==> src/rtl/mem_arbiter.sv <==
// mem_arbiter: shares one single-ported memory between fetch and load/store,
// one access at a time, with a fetch-starvation guard on data streaks.
module mem_arbiter #(
    parameter int ADDR_W          = 32,
    parameter int DATA_W          = 32,
    parameter int MAX_DATA_STREAK = 4
) (
    input  logic              clk,
    input  logic              rst,
    input  logic              if_req,
    input  logic [ADDR_W-1:0] if_addr,
    output logic [DATA_W-1:0] if_rdata,
    output logic              if_ready,
    input  logic              d_req,
    input  logic              d_we,
    input  logic [ADDR_W-1:0] d_addr,
    input  logic [DATA_W-1:0] d_wdata,
    output logic [DATA_W-1:0] d_rdata,
    output logic              d_ready,
    output logic              mem_req,
    output logic              mem_we,
    output logic [ADDR_W-1:0] mem_addr,
    output logic [DATA_W-1:0] mem_wdata,
    input  logic [DATA_W-1:0] mem_rdata,
    input  logic              mem_ack,
    output logic [1:0]        grant,
    output logic              stall
);
    typedef enum logic [1:0] {IDLE, GNT_IF, GNT_D, RESP} state_t;
    localparam int SW = $clog2(MAX_DATA_STREAK + 1);
    localparam logic [SW-1:0] MAX_S = SW'(MAX_DATA_STREAK);

    state_t            state_q, state_d;
    logic [SW-1:0]     streak_q, streak_d;
    logic              mem_req_q, mem_req_d, mem_we_q, mem_we_d;
    logic [ADDR_W-1:0] mem_addr_q, mem_addr_d;
    logic [DATA_W-1:0] mem_wdata_q, mem_wdata_d;
    logic [DATA_W-1:0] if_rdata_q, if_rdata_d, d_rdata_q, d_rdata_d;
    logic              if_ready_q, if_ready_d, d_ready_q, d_ready_d;
    logic [1:0]        grant_q, grant_d;
    logic              data_wins;

    // With a fetch waiting, data wins only until the streak limit is reached.
    assign data_wins = d_req && !(if_req && streak_q == MAX_S);

    always_comb begin
        state_d     = state_q;
        streak_d    = streak_q;
        mem_req_d   = mem_req_q;
        mem_we_d    = mem_we_q;
        mem_addr_d  = mem_addr_q;
        mem_wdata_d = mem_wdata_q;
        if_rdata_d  = if_rdata_q;
        d_rdata_d   = d_rdata_q;
        if_ready_d  = 1'b0;
        d_ready_d   = 1'b0;
        grant_d     = grant_q;
        case (state_q)
            IDLE: begin
                if (data_wins) begin
                    state_d     = GNT_D;
                    grant_d     = 2'b10;
                    mem_req_d   = 1'b1;
                    mem_we_d    = d_we;
                    mem_addr_d  = d_addr;
                    mem_wdata_d = d_wdata;
                    streak_d    = !if_req ? '0 : (streak_q == MAX_S) ? streak_q : streak_q + SW'(1);
                end else if (if_req) begin
                    state_d     = GNT_IF;
                    grant_d     = 2'b01;
                    mem_req_d   = 1'b1;
                    mem_we_d    = 1'b0;
                    mem_addr_d  = if_addr;
                    mem_wdata_d = '0;
                    streak_d    = '0;
                end
            end
            GNT_IF, GNT_D: begin
                if (mem_ack) begin
                    state_d    = RESP;
                    mem_req_d  = 1'b0;
                    mem_we_d   = 1'b0;
                    if_ready_d = (state_q == GNT_IF);
                    d_ready_d  = (state_q == GNT_D);
                    if_rdata_d = (state_q == GNT_IF) ? mem_rdata : if_rdata_q;
                    d_rdata_d  = (state_q == GNT_D && !mem_we_q) ? mem_rdata : d_rdata_q;
                end
            end
            default: begin
                state_d = IDLE;
                grant_d = 2'b00;
            end
        endcase
    end

    always_ff @(posedge clk) begin
        if (!rst) begin
            state_q     <= IDLE;
            streak_q    <= '0;
            mem_req_q   <= 1'b0;
            mem_we_q    <= 1'b0;
            mem_addr_q  <= '0;
            mem_wdata_q <= '0;
            if_rdata_q  <= '0;
            d_rdata_q   <= '0;
            if_ready_q  <= 1'b0;
            d_ready_q   <= 1'b0;
            grant_q     <= 2'b00;
        end else begin
            state_q     <= state_d;
            streak_q    <= streak_d;
            mem_req_q   <= mem_req_d;
            mem_we_q    <= mem_we_d;
            mem_addr_q  <= mem_addr_d;
            mem_wdata_q <= mem_wdata_d;
            if_rdata_q  <= if_rdata_d;
            d_rdata_q   <= d_rdata_d;
            if_ready_q  <= if_ready_d;
            d_ready_q   <= d_ready_d;
            grant_q     <= grant_d;
        end
    end

    assign mem_req   = mem_req_q;
    assign mem_we    = mem_we_q;
    assign mem_addr  = mem_addr_q;
    assign mem_wdata = mem_wdata_q;
    assign if_rdata  = if_rdata_q;
    assign d_rdata   = d_rdata_q;
    assign if_ready  = if_ready_q;
    assign d_ready   = d_ready_q;
    assign grant     = grant_q;
    assign stall     = (if_req & ~if_ready_q) | (d_req & ~d_ready_q);
endmodule

==> config.mk <==
export PLATFORM = sky130hd
export DESIGN_NAME = mem_arbiter
export DESIGN_NICKNAME = d
export VERILOG_FILES = /design/src/rtl/mem_arbiter.sv
export SDC_FILE = /design/constraint.sdc
export NUM_CORES = 1
export LEC_CHECK = 0
export CORE_MARGIN = 1
export CORE_UTILIZATION = 41
export CTS_CLUSTER_SIZE = 28
export DETAILED_ROUTE_END_ITERATION = 8
export PLACE_DENSITY = 0.8
export SLEW_MARGIN = 20
export SYNTH_ARGS = -nofsm -noshare
export SYNTH_HDL_FRONTEND = slang
export SYNTH_SLANG_ARGS = --single-unit
export TNS_END_PERCENT = 100
==> constraint.sdc <==
create_clock -name clk -period 1.9 [get_ports clk]
set_input_delay 0.19 -clock clk [delete_from_list [all_inputs] [get_ports clk]]
set_output_delay 0.19 -clock clk [all_outputs]
set_load 0.03 [all_outputs]
==> results.yml <==
timing:
  tightest_slew_ns: 0.668
  relSlewSlack: 0.555
  slew_violations: 0
  fin_skew_ns: 0.00399
  timing.setup.tns_ns: 0
  setup_viol: 0
  hold_viol: 0
  min_period_ns: 1.77
  fmax_ghz: 0.566
  rsz0062_at_grt: "no"
  period_share: 0.930
layout:
  nNetsFinal: 1064
  antennaDiodeCount: 0
  drive_above_1_share: 0.0673
  synthToLayoutAreaGrowth_pct: 61.4
  nFillCells: 1099
route:
  ant_nets: 0
  dr_total_vias: 5801
  drtIter0Drc: 430
  drc: 0
  wire_per_inst_um: 15.3
  first_pass_iters: 5
  avgViaCountPerCell: 5.22
  finalWirelength_um: 17000
synthesis:
  synth_cells: 683
  synth_commonest_cells: "nand2_1 (168), dfxtp_1 (139), o21ai_0 (69)"
  synthFlopType: "dfxtp_1"
  synth-edff-count: 0
  ys_types: 38
  synth_warnings: 0
  synth_seq_area_share: 0.487
  yosys_register_bits: 139
  netlist.area_leader.share: 0.487
  yosysMostFrequentCell: "nand2_1"
  synthArstFlopShare: 0
  netlist_area_mm2: 0.00571
  synth_area_per_cell_um2: 8.37
  synth_fp_nets: 823
  synth_area_leaders: "dfxtp_1 (49%), nand2_1 (11%), a21boi_0 (7.8%)"
  synth_top_cell_by_area: "dfxtp_1"
worst_setup_path:
  worstPathRequired_ns: 2.23
  worst_ep_arrival_time_ns: 2.09
  reg2reg_slack_ns: 0.13
  critPathLaunchType: "flip-flop"
  path_max_fanout: 5
  cp-end-kind: "flip-flop"
  path_class: "flip-flop to flip-flop"
grt:
  grt_max_degree: 71
  antenna_found_initial: 0
  grt_pass1_wl_um: 27600
  grt_overflow: 0
  grt_pass1_vias: 5580
  grt_use_total: 0.241
place:
  port_buffers: 268
  dp.final_hpwl_um: 11700
  routabilityCongestion: 0.797
status:
  outcome: "completed"
floorplanning:
  coreArea_mm2: 0.0134
  std_cell_rows: 42
  die-area_mm2: 0.0144
  io_pins: 269
  die_w_um: 120
  initial_utilization: 0.426
  fp.dieH_um: 120
job:
  maxCapViolations: 0
pwr:
  finalPower_uw: 11300
  p_leak_uw: 0.00327
  ir_drop_mv: 0.739
  power_density_mw_per_mm2: 1220
clocking:
  cts_made_buffers: 17
  cts.sinks: 139
  htreeDepth: 4
  clk_latency_ns: 0.41
  clock_path_buffers: 2
  clk_pin_slew_worst_paths_ns: 0.06
  clock-root-buffer: "clkbuf_16"
  cts_tree: "built"
  cts_setup_buffers: 0
worst_hold_path:
  hp-class: "input port to flip-flop"
==> worst max-delay path: stages (launching register included) <==
cell	delay [ns]
dfxtp_1	0.36
inv_1	0.09
ha_1	0.34
nor2b_1	0.19
or4b_1	0.52
o211ai_1	0.19
==> cell usage in the layout (no fill, tap or decap), drive strengths merged, types with 2 or more instances in the layout <==
master,count
clkinv,6
bufinv,5
dfxtp,139
nand3,34
nor3b,2
and3,2
o211ai,3
or4,2
nor2b,2
clkbuf,19
a31oi,33
ha,6
nand2,168
nand4,32
nor2,2
a21boi,101
o311ai,2
o22ai,2
inv,6
buf,24
o21ai,71
clkdlybuf4s50,265
==> registers in the layout, indices dropped and copies added, names as in the netlist, 2 cells and up <==
signal,flops
if_rdata,32
mem_addr,32
d_rdata,32
state_q,2
mem_wdata,32
streak_q,3
grant,2
==> per-stage QoR <==
step                       util  worst slack (ns)  std cells  hold WS, ns  area (um2)
final                     0.688             0.134       1112        0.170        9220
after global routing      0.688            0.0283       1112        0.179        9220
after CTS                 0.688             0.130       1112        0.147        9220
after detailed placement  0.640             0.111       1081        0.442        8570
after global placement    0.640             0.171       1081        0.436        8570
after floorplan               -             0.267        683        0.325        5710
==> power breakdown <==
| part | total [uW] | internal [uW] | switching (uW) |
|---|---|---|---|
| Clock | 3620 | 2390 | 1230 |
| Combinational | 4010 | 1660 | 2340 |
| Sequential | 3660 | 3410 | 253 |
==> cell families after synthesis <==
kind of cell,Yosys count,share of synthesized area
flops,139,0.487
buf+inv,73,0.0563
compound gates,215,0.246
simple gates,250,0.198
fa+ha+maj,6,0.0131
==> routing by layer <==
layer  track usage  wire length, um
met5             0                0
met4        0.0789              263
met3        0.0741             1340
met2         0.413             8360
met1         0.285             7060
==> repair_timing <==
| action | 4_1_cts | 5_1_grt |
|---|---|---|
| endpoints found under the setup margin | 0 | 1 |
| resized for setup | 0 | 1 |
| hold buffers | 0 | 0 |
==> area by class of cell <==
type	instances	area (um2)	share of cell area
inverters	6	22.5	0.00244
repair buffers	289	2930	0.318
multi-input cells	471	2620	0.284
clock buffers	19	453	0.0491
clock inverters	12	195	0.0212
flip-flops and latches	139	2780	0.302
well taps	176	220	0.0239
==> path summary, 6_finish.rpt <==
path,startpoint,to,cells after the start
min,d_req,streak_q[2],3
max,state_q[1],state_q[0],5
max reg2reg,state_q[1],state_q[0],5
min reg2reg,mem_wdata[4],mem_wdata[4],2
Note: power is estimated with default switching activity, not from simulation.
